File: config.mk
export PLATFORM = sky130hd
export DESIGN_NAME = axi_sram_slave_flat
export DESIGN_NICKNAME = d
export VERILOG_FILES = /design/src/rtl/axi_sram_if.sv /design/src/rtl/axi_sram_slave.sv /design/src/flat_wrapper.sv
export SDC_FILE = /design/constraint.sdc
export NUM_CORES = 1
export LEC_CHECK = 0
export ABC_AREA = 1
export CORE_MARGIN = 1.5
export CORE_UTILIZATION = 26
export DETAILED_ROUTE_END_ITERATION = 10
export PLACE_DENSITY = 0.73
export RECOVER_POWER = 25
export SKIP_LAST_GASP = 1
export SYNTH_ARGS = -nofsm -noshare
export SYNTH_HDL_FRONTEND = slang
export SYNTH_SLANG_ARGS = --single-unit
File: constraint.sdc
create_clock -name ACLK -period 2.4 [get_ports ACLK]
set_input_delay 0.72 -clock ACLK [delete_from_list [all_inputs] [get_ports ACLK]]
set_output_delay 0.72 -clock ACLK [all_outputs]
set_load 0.1 [all_outputs]
File: src/rtl/axi_sram_if.sv
// AXI4 bus bundle between an AXI master and the SRAM slave endpoint.
// Both the write channels and the read channels are carried here; the clock and reset stay outside.
interface axi_sram_if #(
  parameter int ID_W   = 8,
  parameter int ADDR_W = 32,
  parameter int DATA_W = 32,
  parameter int LEN_W  = 4
);
  logic [ID_W-1:0]     AWID;
  logic [ADDR_W-1:0]   AWADDR;
  logic [LEN_W-1:0]    AWLEN;
  logic [2:0]          AWSIZE;
  logic [1:0]          AWBURST;
  logic                AWVALID, AWREADY;
  logic [DATA_W-1:0]   WDATA;
  logic [DATA_W/8-1:0] WSTRB;
  logic                WLAST, WVALID, WREADY;
  logic [ID_W-1:0]     BID;
  logic [1:0]          BRESP;
  logic                BVALID, BREADY;
  logic [ID_W-1:0]     ARID;
  logic [ADDR_W-1:0]   ARADDR;
  logic [LEN_W-1:0]    ARLEN;
  logic [2:0]          ARSIZE;
  logic [1:0]          ARBURST;
  logic                ARVALID, ARREADY;
  logic [ID_W-1:0]     RID;
  logic [DATA_W-1:0]   RDATA;
  logic [1:0]          RRESP;
  logic                RLAST, RVALID, RREADY;

  modport slave (
    input  AWID, AWADDR, AWLEN, AWSIZE, AWBURST, AWVALID,
    output AWREADY,
    input  WDATA, WSTRB, WLAST, WVALID,
    output WREADY,
    output BID, BRESP, BVALID,
    input  BREADY,
    input  ARID, ARADDR, ARLEN, ARSIZE, ARBURST, ARVALID,
    output ARREADY,
    output RID, RDATA, RRESP, RLAST, RVALID,
    input  RREADY
  );

  modport master (
    output AWID, AWADDR, AWLEN, AWSIZE, AWBURST, AWVALID,
    input  AWREADY,
    output WDATA, WSTRB, WLAST, WVALID,
    input  WREADY,
    input  BID, BRESP, BVALID,
    output BREADY,
    output ARID, ARADDR, ARLEN, ARSIZE, ARBURST, ARVALID,
    input  ARREADY,
    input  RID, RDATA, RRESP, RLAST, RVALID,
    output RREADY
  );
endinterface

File: src/rtl/axi_sram_slave.sv
// AXI4 slave endpoint that terminates one transaction at a time on a single-port SRAM.
// The SRAM has 1-cycle read latency and byte write enables. Reads win arbitration against writes in IDLE.
module axi_sram_slave #(
  parameter int ID_W    = 8,
  parameter int ADDR_W  = 32,
  parameter int DATA_W  = 32,
  parameter int LEN_W   = 4,
  parameter int SRAM_AW = 14
) (
  input  logic                ACLK,
  input  logic                ARESETn,
  axi_sram_if.slave           axi,
  output logic                sram_cs,
  output logic [DATA_W/8-1:0] sram_we,
  output logic [SRAM_AW-1:0]  sram_addr,
  output logic [DATA_W-1:0]   sram_wdata,
  input  logic [DATA_W-1:0]   sram_rdata
);

  typedef enum logic [2:0] {IDLE, RADDR, RDATA, WDATA, WRESP} state_t;

  state_t             state_q, state_d;
  logic [ID_W-1:0]    id_q, id_d;
  logic [SRAM_AW-1:0] addr_q, addr_d;
  logic [LEN_W-1:0]   len_q, len_d, cnt_q, cnt_d;
  logic [1:0]         burst_q, burst_d;
  logic               err_q, err_d;
  logic               first_q, first_d;
  logic [DATA_W-1:0]  rhold_q, rhold_d;

  logic [SRAM_AW-1:0] addr_nxt;
  logic               last_beat;

  // Size and the out-of-range address bits carry no meaning here.
  logic unused_bits;
  assign unused_bits = ^{axi.ARSIZE, axi.AWSIZE,
                         axi.ARADDR[ADDR_W-1:SRAM_AW+2], axi.ARADDR[1:0],
                         axi.AWADDR[ADDR_W-1:SRAM_AW+2], axi.AWADDR[1:0]};

  // FIXED holds the address; INCR, WRAP and reserved all step one word.
  assign addr_nxt  = (burst_q == 2'b00) ? addr_q : addr_q + 1'b1;
  assign last_beat = (cnt_q == len_q);

  // Data is live from the SRAM in the first RDATA cycle, then held for stalls.
  assign axi.RDATA = first_q ? sram_rdata : rhold_q;
  assign axi.RID   = id_q;
  assign axi.BID   = id_q;
  assign axi.RRESP = 2'b00;

  always_comb begin
    state_d     = state_q;
    id_d        = id_q;
    addr_d      = addr_q;
    len_d       = len_q;
    cnt_d       = cnt_q;
    burst_d     = burst_q;
    err_d       = err_q;
    first_d     = 1'b0;
    rhold_d     = first_q ? sram_rdata : rhold_q;
    axi.ARREADY = 1'b0;
    axi.AWREADY = 1'b0;
    axi.WREADY  = 1'b0;
    axi.RVALID  = 1'b0;
    axi.RLAST   = 1'b0;
    axi.BVALID  = 1'b0;
    axi.BRESP   = 2'b00;
    sram_cs     = 1'b0;
    sram_we     = '0;
    sram_addr   = addr_q;
    sram_wdata  = axi.WDATA;
    case (state_q)
      IDLE: begin
        axi.ARREADY = 1'b1;
        axi.AWREADY = ~axi.ARVALID;
        if (axi.ARVALID) begin
          id_d    = axi.ARID;
          addr_d  = axi.ARADDR[SRAM_AW+1:2];
          len_d   = axi.ARLEN;
          burst_d = axi.ARBURST;
          cnt_d   = '0;
          state_d = RADDR;
        end else if (axi.AWVALID) begin
          id_d    = axi.AWID;
          addr_d  = axi.AWADDR[SRAM_AW+1:2];
          len_d   = axi.AWLEN;
          burst_d = axi.AWBURST;
          cnt_d   = '0;
          err_d   = 1'b0;
          state_d = WDATA;
        end
      end
      RADDR: begin
        sram_cs = 1'b1;
        first_d = 1'b1;
        state_d = RDATA;
      end
      RDATA: begin
        axi.RVALID = 1'b1;
        axi.RLAST  = last_beat;
        if (axi.RREADY) begin
          if (last_beat) state_d = IDLE;
          else begin
            cnt_d   = cnt_q + 1'b1;
            addr_d  = addr_nxt;
            state_d = RADDR;
          end
        end
      end
      WDATA: begin
        axi.WREADY = 1'b1;
        if (axi.WVALID) begin
          sram_cs = 1'b1;
          sram_we = axi.WSTRB;
          // Beat count is authoritative; a misplaced WLAST only poisons BRESP.
          if (axi.WLAST != last_beat) err_d = 1'b1;
          cnt_d  = cnt_q + 1'b1;
          addr_d = addr_nxt;
          if (last_beat) state_d = WRESP;
        end
      end
      WRESP: begin
        axi.BVALID = 1'b1;
        axi.BRESP  = err_q ? 2'b10 : 2'b00;
        if (axi.BREADY) begin
          err_d   = 1'b0;
          state_d = IDLE;
        end
      end
      default: state_d = IDLE;
    endcase
  end

  always_ff @(posedge ACLK or negedge ARESETn) begin
    if (!ARESETn) begin
      state_q <= IDLE;
      id_q    <= '0;
      addr_q  <= '0;
      len_q   <= '0;
      cnt_q   <= '0;
      burst_q <= '0;
      err_q   <= 1'b0;
      first_q <= 1'b0;
      rhold_q <= '0;
    end else begin
      state_q <= state_d;
      id_q    <= id_d;
      addr_q  <= addr_d;
      len_q   <= len_d;
      cnt_q   <= cnt_d;
      burst_q <= burst_d;
      err_q   <= err_d;
      first_q <= first_d;
      rhold_q <= rhold_d;
    end
  end

endmodule
File: src/flat_wrapper.sv
// flat-port wrapper written by rule: the top's interface ports become plain ports
module axi_sram_slave_flat 
#(
  parameter int ID_W    = 8,
  parameter int ADDR_W  = 32,
  parameter int DATA_W  = 32,
  parameter int LEN_W   = 4,
  parameter int SRAM_AW = 14
)
  (ACLK, ARESETn, sram_cs, sram_we, sram_addr, sram_wdata, sram_rdata, axi_AWID, axi_AWADDR, axi_AWLEN, axi_AWSIZE, axi_AWBURST, axi_AWVALID, axi_AWREADY, axi_WDATA, axi_WSTRB, axi_WLAST, axi_WVALID, axi_WREADY, axi_BID, axi_BRESP, axi_BVALID, axi_BREADY, axi_ARID, axi_ARADDR, axi_ARLEN, axi_ARSIZE, axi_ARBURST, axi_ARVALID, axi_ARREADY, axi_RID, axi_RDATA, axi_RRESP, axi_RLAST, axi_RVALID, axi_RREADY);
  axi_sram_if #(.ID_W(ID_W), .ADDR_W(ADDR_W), .DATA_W(DATA_W), .LEN_W(LEN_W)) axi_i ();
  input  logic ACLK;
  input  logic ARESETn;
  output logic sram_cs;
  output logic [DATA_W/8-1:0] sram_we;
  output logic [SRAM_AW-1:0] sram_addr;
  output logic [DATA_W-1:0] sram_wdata;
  input  logic [DATA_W-1:0] sram_rdata;
  input wire logic [$bits(axi_i.AWID)-1:0] axi_AWID;
  input wire logic [$bits(axi_i.AWADDR)-1:0] axi_AWADDR;
  input wire logic [$bits(axi_i.AWLEN)-1:0] axi_AWLEN;
  input wire logic [$bits(axi_i.AWSIZE)-1:0] axi_AWSIZE;
  input wire logic [$bits(axi_i.AWBURST)-1:0] axi_AWBURST;
  input wire logic [$bits(axi_i.AWVALID)-1:0] axi_AWVALID;
  output wire logic [$bits(axi_i.AWREADY)-1:0] axi_AWREADY;
  input wire logic [$bits(axi_i.WDATA)-1:0] axi_WDATA;
  input wire logic [$bits(axi_i.WSTRB)-1:0] axi_WSTRB;
  input wire logic [$bits(axi_i.WLAST)-1:0] axi_WLAST;
  input wire logic [$bits(axi_i.WVALID)-1:0] axi_WVALID;
  output wire logic [$bits(axi_i.WREADY)-1:0] axi_WREADY;
  output wire logic [$bits(axi_i.BID)-1:0] axi_BID;
  output wire logic [$bits(axi_i.BRESP)-1:0] axi_BRESP;
  output wire logic [$bits(axi_i.BVALID)-1:0] axi_BVALID;
  input wire logic [$bits(axi_i.BREADY)-1:0] axi_BREADY;
  input wire logic [$bits(axi_i.ARID)-1:0] axi_ARID;
  input wire logic [$bits(axi_i.ARADDR)-1:0] axi_ARADDR;
  input wire logic [$bits(axi_i.ARLEN)-1:0] axi_ARLEN;
  input wire logic [$bits(axi_i.ARSIZE)-1:0] axi_ARSIZE;
  input wire logic [$bits(axi_i.ARBURST)-1:0] axi_ARBURST;
  input wire logic [$bits(axi_i.ARVALID)-1:0] axi_ARVALID;
  output wire logic [$bits(axi_i.ARREADY)-1:0] axi_ARREADY;
  output wire logic [$bits(axi_i.RID)-1:0] axi_RID;
  output wire logic [$bits(axi_i.RDATA)-1:0] axi_RDATA;
  output wire logic [$bits(axi_i.RRESP)-1:0] axi_RRESP;
  output wire logic [$bits(axi_i.RLAST)-1:0] axi_RLAST;
  output wire logic [$bits(axi_i.RVALID)-1:0] axi_RVALID;
  input wire logic [$bits(axi_i.RREADY)-1:0] axi_RREADY;
  assign axi_i.AWID = axi_AWID;
  assign axi_i.AWADDR = axi_AWADDR;
  assign axi_i.AWLEN = axi_AWLEN;
  assign axi_i.AWSIZE = axi_AWSIZE;
  assign axi_i.AWBURST = axi_AWBURST;
  assign axi_i.AWVALID = axi_AWVALID;
  assign axi_AWREADY = axi_i.AWREADY;
  assign axi_i.WDATA = axi_WDATA;
  assign axi_i.WSTRB = axi_WSTRB;
  assign axi_i.WLAST = axi_WLAST;
  assign axi_i.WVALID = axi_WVALID;
  assign axi_WREADY = axi_i.WREADY;
  assign axi_BID = axi_i.BID;
  assign axi_BRESP = axi_i.BRESP;
  assign axi_BVALID = axi_i.BVALID;
  assign axi_i.BREADY = axi_BREADY;
  assign axi_i.ARID = axi_ARID;
  assign axi_i.ARADDR = axi_ARADDR;
  assign axi_i.ARLEN = axi_ARLEN;
  assign axi_i.ARSIZE = axi_ARSIZE;
  assign axi_i.ARBURST = axi_ARBURST;
  assign axi_i.ARVALID = axi_ARVALID;
  assign axi_ARREADY = axi_i.ARREADY;
  assign axi_RID = axi_i.RID;
  assign axi_RDATA = axi_i.RDATA;
  assign axi_RRESP = axi_i.RRESP;
  assign axi_RLAST = axi_i.RLAST;
  assign axi_RVALID = axi_i.RVALID;
  assign axi_i.RREADY = axi_RREADY;
  axi_sram_slave #(.ID_W(ID_W), .ADDR_W(ADDR_W), .DATA_W(DATA_W), .LEN_W(LEN_W), .SRAM_AW(SRAM_AW)) u_core (.ACLK(ACLK), .ARESETn(ARESETn), .axi(axi_i), .sram_cs(sram_cs), .sram_we(sram_we), .sram_addr(sram_addr), .sram_wdata(sram_wdata), .sram_rdata(sram_rdata));
endmodule
## Word level (Yosys, flattened, before mapping)

Index checks and enable logic that the tools add are counted.

- Flip-flop bits (word level): 69
- Input port bits: 174
- Output and inout port bits: 109
- Logic and storage cells: 83

- Add/subtract/negate cells: 2
- Eq/ne operators: 15
- Muxes and demuxes: 47
- Bitwise operators: 1
- Reduce and logical (&&, ||, !) cells: 9

Operators with widths:

| operator | count |
|---|---|
| two-way mux 14 bit | 6 |
| case mux 14 bit (3 select lines) | 1 |
| two-way mux 4 bit | 9 |
| two-way mux 32 bit | 1 |
| two-way mux 3 bit | 6 |
| two-way mux 8 bit | 2 |
| case mux 3 bit (5 select lines) | 1 |
| adder 14 x 1 -> 14 bit, second input constant | 1 |
| two-way mux 1 bit | 14 |
| inequality test 2 bit, second input constant | 6 |
| case mux 4 bit (3 select lines) | 1 |
| AND reduction 5 bit | 2 |
| two-way mux 2 bit | 4 |
| == test 3 x 2 -> 1 bit, second input constant | 2 |
| AND reduction 6 bit | 1 |
| nonzero test 3 bit | 2 |
| adder 4 x 1 -> 4 bit, second input constant | 1 |
| == test 4 bit | 1 |
| inequality test 2 x 1 -> 1 bit, second input constant | 2 |
| == test 3 x 1 -> 1 bit, second input constant | 1 |
| == test 3 bit, second input constant | 1 |
| logical NOT 3 bit | 1 |
| inequality test 3 bit, second input constant | 1 |
| case mux 1 bit (3 select lines) | 1 |
| 6 further kinds | 6 |

## Logic depth before layout (Yosys ltp)

Gate-level depths: netlist (run 1).

- Word-level depth: 5
- Mapped depth: 10
- Mapped depth without buffers: 9

## Worst setup path after synthesis (run 1)

Ideal clock, no wire load.

- Path kind: flip-flop to output port
- Start point: register u_core.state_q[0]
- End point: output port sram_we[0]
- Data arrival time: 2.931 ns
- Required time: 1.680 ns
- Path slack: -1.251 ns
- Cell stages (with the launch flop): 5
- Buffers on the path: 0
- Path through: dfrtp_1 nand2_1 nor2_2 inv_1 nor2_1

- Word-level cells in the longest chain between the ends: 2

RTL lines:

| element | RTL line | text |
|---|---|---|
| start: declaration | axi_sram_slave.sv:22 | `state_t state_q, state_d;` |
| start signal: assignment | axi_sram_slave.sv:145 | `state_q <= state_d;` |
| == test 3 x 2 -> 1 bit | axi_sram_slave.sv:71 | `case (state_q)` |
| two-way mux 4 bit | axi_sram_slave.sv:71 |  |
| end: declaration | flat_wrapper.sv:15 | `output logic [DATA_W/8-1:0] sram_we;` |

Every way passes these cells.

## Worst setup path after layout (run 1)

- Start point: input port sram_rdata[21]
- End point: output port axi_RDATA[21]

- Word-level cells in the longest chain between the ends: 1

RTL lines:

| element | RTL line | text |
|---|---|---|
| start: declaration | flat_wrapper.sv:18 | `input logic [DATA_W-1:0] sram_rdata;` |
| two-way mux 32 bit | axi_sram_slave.sv:45 | `assign axi.RDATA = first_q ? sram_rdata : rhold_q;` |
| end: declaration | flat_wrapper.sv:43 | `output wire logic [$bits(axi_i.RDATA)-1:0] axi_RDATA;` |

Every way passes these cells.

==> results of run 1 <==
## sequential cells by signal, indices dropped and copies added, names as in the netlist
signal,count
u_core.err_q,1
u_core.len_q,4
u_core.cnt_q,4
u_core.rhold_q,32
u_core.sram_addr,14
u_core.axi.BID,8
u_core.burst_q,2
u_core.state_q,3
u_core.first_q,1
## cell type report
class                   count  share of cell area [%]
inverters                  33                    2.05
clock buffers              10                    3.74
flip-flops and latches     69                    27.0
well taps                 184                    3.60
repair buffers            187                    34.8
clock inverters             5                    1.31
multi-input cells         306                    27.5
## metrics by stage
step                setup WS, ns  util (%)  TNS (ns)  instance area [um2]  cells
floorplan                 -0.302         -     -1.39                 3990    466
global placement         -0.0792      41.2    -0.343                 6030    776
detailed placement        -0.103      41.2    -0.466                 6030    776
CTS                      -0.0227      43.6   -0.0227                 6380    793
global route             -0.0189      43.7   -0.0265                 6400    794
finish                    0.0645      43.7         0                 6400    794
## layer usage
metal	up-vias	global-route usage, %
li1	1741	-
met1	1638	16.8
met2	134	25.4
met3	16	3.02
met4	0	7.44
met5	-	0
## repair_timing
item | CTS | global route
pin swaps | 2 | 3
buffers inserted | 2 | 1
endpoints found under the setup margin | 6 | 5
resized for setup | 6 | 2
## worst register-to-register path: stages (launching register included)
cell and delay (ns):
dfrtp_2 0.45, nand2_1 0.13, nor2_4 0.06, buf_4 0.16
nand2_1 0.09, nand3_2 0.11, nor2_4 0.14, nand2_2 0.13
nor2_4 0.31, nand2_1 0.11, nand2_1 0.07
## cell families (layout without fill, tap and decap cells)
family | Yosys count | in the layout | synth area share [%]
AO/OA/AOI/OAI | 56 | 56 | 7.61
adder cells (fa/ha/maj) | 2 | 2 | 0.637
XOR/XNOR | 4 | 4 | 0.892
flip-flops | 69 | 69 | 43.9
other | 1 | 3 | 0.0954
AND/OR/NAND/NOR | 195 | 195 | 20.8
multiplexers | 46 | 46 | 12.7
buffers and inverters | 91 | 235 | 13.3
## layout by cell type (no fill, tap or decap), drive strengths merged, types with 3 or more instances in the layout
master / Yosys / layout
inv: 33 / 32
nor2: 49 / 49
buf: 52 / 89
clkinvlp: 0 / 4
mux2i: 14 / 14
clkdlybuf4s50: 0 / 96
dfrtp: 69 / 69
nand4: 5 / 5
xor2: 3 / 3
nand3: 18 / 18
o21ai: 42 / 42
a21oi: 6 / 6
clkbuf: 6 / 11
conb: 1 / 3
nand2: 120 / 120
o22ai: 5 / 5
mux2: 32 / 32
## worst paths after layout
kind | startpoint | slack (ns) | to | cells after the start
worst max register to register | u_core.state_q[1]$_DFFE_PN0P_ | 0.59 | u_core.sram_addr[2]$_DFFE_PN0P_ | 10
min in group asynchronous | ARESETn | 0.71 | u_core.rhold_q[11]$_DFF_PN0_ | 1
worst min register to register | u_core.burst_q[1]$_DFFE_PN0P_ | 0.49 | u_core.burst_q[1]$_DFFE_PN0P_ | 2
worst min-delay path | u_core.burst_q[1]$_DFFE_PN0P_ | 0.49 | u_core.burst_q[1]$_DFFE_PN0P_ | 2
max in group asynchronous | ARESETn | 0.77 | u_core.state_q[1]$_DFFE_PN0P_ | 2
worst max-delay path | sram_rdata[21] | 0.06 | axi_RDATA[21] | 3
==> summary.txt, run 1 <==
Run status
  • Status: complete, but fails checks
  • Failing checks: DRC

Final layout
  • P&R area growth vs syn: 62.8%
  • Filler cell count: 1413
  • N_diodes: 0
  • Final nets: 782
  • Share of layout cells above drive strength 1: 26.9%
  • Multi-input gate area: 1760 um2
  • Register area: 1730 um2

Timing
  • Hold WS: 0.488 ns
  • Fin. Hold Viols: 0
  • Setup Skew: 0.00849 ns
  • Final cycle utilization of the critical path: 97.3%
  • Fmax: 0.428 GHz
  • RSZ-0062 raised after global routing: yes
  • Slew @ Worst Pin: 1.44 ns
  • Pins Over Slew Limit: 0
  • # setup viols final: 0
  • Crit path time final: 2.34 ns
  • Slew HR: 3.87%

Setup path
  • Critical path buffer and inverter count: 2
  • Crit path kind: input pin to output pin
  • Startpoint type of the worst setup path: input pin
  • Critical path's largest stage delay: 0.41 ns
  • CP max stage cell: clkdlybuf4s50_1
  • Critical Path RT: 1.68 ns
  • Crit path cell chain: clkdlybuf4s50_1 > mux2_2 > buf_12
  • Top delay family on crit path: buffers and inverters
  • WP data arrival: 1.62 ns
  • Crit. End Element: output pin
  • Worst-path maximum fanout: 2

Placement
  • Final HPWL DP: 8.19 mm
  • Gpl congestion: 0.754
  • I/O Buffers: 173

Synth
  • Post-synth top flop: dfrtp_1
  • Cells after synthesis: 464
  • Sequential share of the synthesized area: 43.9%
  • Synth top area cells: dfrtp_1 44%, nand2_1 11%, mux2_2 9.2%
  • Synth warnings: 0
  • Syn_area_per_cell: 8.47 um2
  • Most common cell in the netlist: nand2_1
  • FF+latch count, synth: 69
  • Post-synth EDFFs: 0
  • Yosys cell types: 31
  • Async SR Flop Fraction: 100%
  • Top post-synthesis cells by count: 118 x nand2_1, 69 x dfrtp_1, 44 x buf_4
  • Cell taking the most area after synthesis: dfrtp_1
  • Synth top area share: 43.9%
  • Mapped cell area: 3930 um2

Clocking
  • CTS Buf Count: 9
  • Hold-fix buffers, CTS: 0
  • Clock transition at the registers of the reported paths: 0.06 ns
  • Clk buf depth: 2
  • H-Tree Depth: 3
  • CTS tree: done
  • Clk sink count: 69
  • Root Driver: clkbuf_16
  • Worst-Skew Late Latency: 0.34 ns

Die
  • Die Span Y: 126 um
  • Die W: 126 um
  • Rows: 44
  • Initial Util: 26.8%
  • Die area: 15900 um2
  • Core area: 14600 um2
  • IO Count: 283

GRT
  • GRT Resource Usage Total: 14.5%
  • Antenna violations before repair: 0
  • First-pass GRT wire length: 18.0 mm
  • Number of global-route vias before repair: 3589
  • Pin count of the biggest net entering global routing: 47
  • Gr ovfl total: 0

Routing
  • Met1 wire length: 4.58 mm
  • Via density: 4.44
  • WL met3: 677 um
  • Routed len/inst: 13.9 um
  • DRT antenna net count: 0
  • Met2 routed WL: 5.52 mm
  • Drt drc: 15
  • TritonRoute pass-1 iters: 8
  • Iter 0 DRT Violations: 210
  • Top Metal Used: met4
  • Total wire length: 11.0 mm
  • Routed vias: 3529

Min path
  • Worst Hold Class: register to register

Run
  • Maxcap violations: 0
Power of run 1 is not shown: default switching activity piles up to over one toggle a cycle in this logic, so the estimate is an artifact.
==> inputs of run 2 (changes only) <==
--- a/config.mk
+++ b/config.mk
@@ -5,11 +5,10 @@
 export SDC_FILE = /design/constraint.sdc
 export NUM_CORES = 1
 export LEC_CHECK = 0
-export ABC_AREA = 1
 export CORE_MARGIN = 1.5
 export CORE_UTILIZATION = 26
 export DETAILED_ROUTE_END_ITERATION = 10
-export PLACE_DENSITY = 0.73
+export PLACE_DENSITY = 0.74
 export RECOVER_POWER = 25
 export SKIP_LAST_GASP = 1
 export SYNTH_ARGS = -nofsm -noshare
==> run 2 against run 1 <==
Effect of this change: sequential share of layout area increased by 0.66 points; clock-buffer cell count increased by 3; flip-flop and latch count unchanged; global-route usage decreased by 0.078 points; design area decreased by 2.4%; via count decreased by 7.4%; register-to-register slack got worse by 0.34 ns; first-iteration DRC count decreased by 26%; critical path type unchanged; highest routed layer unchanged; the run now ends clean; fmax decreased by 1.6%.
==> summary.txt, run 2 <==
Routing
  • DRT antenna net count: 0
  • Met2 routed WL: 5.26 mm
  • Routed len/inst: 15.5 um
  • WL met3: 785 um
  • Met1 wire length: 4.57 mm
  • Top Metal Used: met4
  • Drt drc: 0
  • TritonRoute pass-1 iters: 6
  • Routed vias: 3268
  • Iter 0 DRT Violations: 156
  • Total wire length: 10.9 mm
  • Via density: 4.66

Placement
  • I/O Buffers: 173
  • Gpl congestion: 0.860
  • Area after DPL: 5970 um2
  • Final HPWL DP: 8.42 mm

Setup path
  • Crit path kind: input pin to output pin
  • Critical Path RT: 1.68 ns
  • Crit. End Element: output pin
  • Startpoint type of the worst setup path: input pin
  • Worst-path maximum fanout: 2
  • WP data arrival: 1.65 ns

Synth
  • Cell taking the most area after synthesis: dfrtp_1
  • Top post-synthesis cells by count: 69 x dfrtp_1, 43 x buf_4, 37 x mux2_2
  • Most common cell in the netlist: dfrtp_1
  • Syn_area_per_cell: 10.4 um2
  • Synth warnings: 0
  • Synth top area cells: dfrtp_1 45%, mux2_2 11%, buf_4 8.4%
  • Async SR Flop Fraction: 100%
  • Sequential share of the synthesized area: 45.1%
  • Mapped cell area: 3820 um2
  • Yosys cell types: 46
  • Post-synth EDFFs: 0
  • Synth top area share: 45.1%
  • Post-synth top flop: dfrtp_1
  • Cells after synthesis: 368
  • FF+latch count, synth: 69

Timing
  • RSZ-0062 raised after global routing: no
  • Crit path time final: 2.37 ns
  • # setup viols final: 0
  • Fin. Hold Viols: 0
  • Final cycle utilization of the critical path: 98.9%
  • Setup Skew: 0.00755 ns
  • Pins Over Slew Limit: 0
  • Slew HR: 38.6%
  • Slew @ Worst Pin: 0.922 ns
  • Fmax: 0.421 GHz

Die
  • Core area: 14400 um2
  • Die area: 15400 um2
  • Initial Util: 26.5%
  • Die W: 124 um
  • Rows: 44
  • IO Count: 283
  • Die Span Y: 124 um

Clocking
  • CTS tree: done
  • Clk sink count: 69
  • Root Driver: clkbuf_16
  • H-Tree Depth: 3
  • Clk buf depth: 2
  • Clock transition at the registers of the reported paths: 0.05 ns
  • Worst-Skew Late Latency: 0.33 ns
  • Hold-fix buffers, CTS: 0
  • CTS Buf Count: 9

Run
  • Maxcap violations: 0

GRT
  • Pin count of the biggest net entering global routing: 36
  • GRT Resource Usage Total: 14.4%
  • First-pass GRT wire length: 17.7 mm
  • Antenna violations before repair: 0
  • Number of global-route vias before repair: 3422
  • Gr ovfl total: 0

Final layout
  • Most frequent cells in the layout: 96 x clkdlybuf4s50_1, 67 x dfrtp_1, 51 x buf_4
  • N_diodes: 0
  • Number of flip-flops in the largest register: 32
  • P&R area growth vs syn: 63.3%
  • Most common cell after layout, fill and taps aside: clkdlybuf4s50_1
  • Filler cell count: 1355
  • Final nets: 689
  • Top reg by flops: u_core.rhold_q
  • Post-route cell area: 6240 um2
  • Share of layout cells above drive strength 1: 32.9%

Min path
  • Worst Hold Class: input pin to asynchronous set/reset pin

Run status
  • Status: finished, final reports clean
## run 2: cell types whose count changed in the layout (fill, tap and decap cells not counted), moves of 5 or more
cell,change
a2bb2oi_1,+8
mux2_2,+5
nor3_1,+12
inv_1,-23
nor2_4,-9
nand2_1,-105
a21oi_1,+18
buf_4,+10
nand3_1,-10
mux2i_1,+8
nor2_1,-7
o21ai_0,-27
## run 2: worst paths after layout
| check | to | startpoint | slack [ns] | cells after the start |
|---|---|---|---|---|
| setup / recovery | axi_RDATA[4] | sram_rdata[4] | 0.03 | 3 |
| hold / removal | u_core.rhold_q[12]$_DFF_PN0_ | ARESETn | 0.52 | 1 |
| setup reg to reg | u_core.sram_addr[2]$_DFFE_PN0P_ | u_core.state_q[1]$_DFFE_PN0P_ | 0.25 | 8 |
| hold reg to reg | u_core.sram_addr[13]$_DFFE_PN0P_ | u_core.sram_addr[13]$_DFFE_PN0P_ | 0.53 | 1 |
| max in group asynchronous | u_core.state_q[1]$_DFFE_PN0P_ | ARESETn | 0.41 | 2 |
| min in group ACLK | u_core.sram_addr[13]$_DFFE_PN0P_ | u_core.sram_addr[13]$_DFFE_PN0P_ | 0.53 | 1 |
## run 2: cell type report
cell class | count | area [um2] | share of cell area, %
timing repair buffer | 197 | 2290 | 36.6
sequential | 69 | 1730 | 27.7
multi-input combinational | 231 | 1720 | 27.5
clock buffer | 13 | 250 | 4.01
tap | 184 | 230 | 3.69
inverter | 5 | 18.8 | 0.301
clock inverter | 2 | 10.0 | 0.160
## run 2: critical path, stage by stage
cell             delay (ns)
clkdlybuf4s50_1        0.44
mux2_2                 0.32
buf_12                 0.17
## run 2: kinds of logic after synthesis
kind of cell,Yosys count,synth area share (%)
multiplexers,59,16.7
adder cells (fa/ha/maj),2,0.654
XOR/XNOR,5,1.14
other,1,0.0980
flip-flops,69,45.1
buffers and inverters,70,11.7
AND/OR/NAND/NOR,91,11.7
AO/OA/AOI/OAI,71,12.9
## run 2: timing repair
action / 4_1_cts / 5_1_grt
pin swaps: 1 / 0
endpoints found under the setup margin: 5 / 11
cloned: 0 / 0
buffers inserted: 2 / 0
resized for setup: 3 / 4
## run 2: per-stage QoR
step                TNS [ns]  hold WS [ns]  worst slack (ns)  util [%]  cells
floorplan             -0.560         0.424            -0.535         -    370
global placement       -4.45         0.509            -0.243      41.4    684
detailed placement     -5.50         0.522            -0.299      41.4    684
CTS                        0         0.358            0.0110      43.3    701
global route               0         0.543           0.00977      43.3    701
finish                     0         0.521            0.0265      43.3    701
## run 2: metal layers
| layer | global-route usage (%) | vias up |
|---|---|---|
| li1 | - | 1551 |
| met1 | 17.5 | 1550 |
| met2 | 23.7 | 147 |
| met3 | 4.12 | 20 |
| met4 | 6.69 | 0 |
| met5 | 0 | - |
Power of run 2 is left out for the same reason.
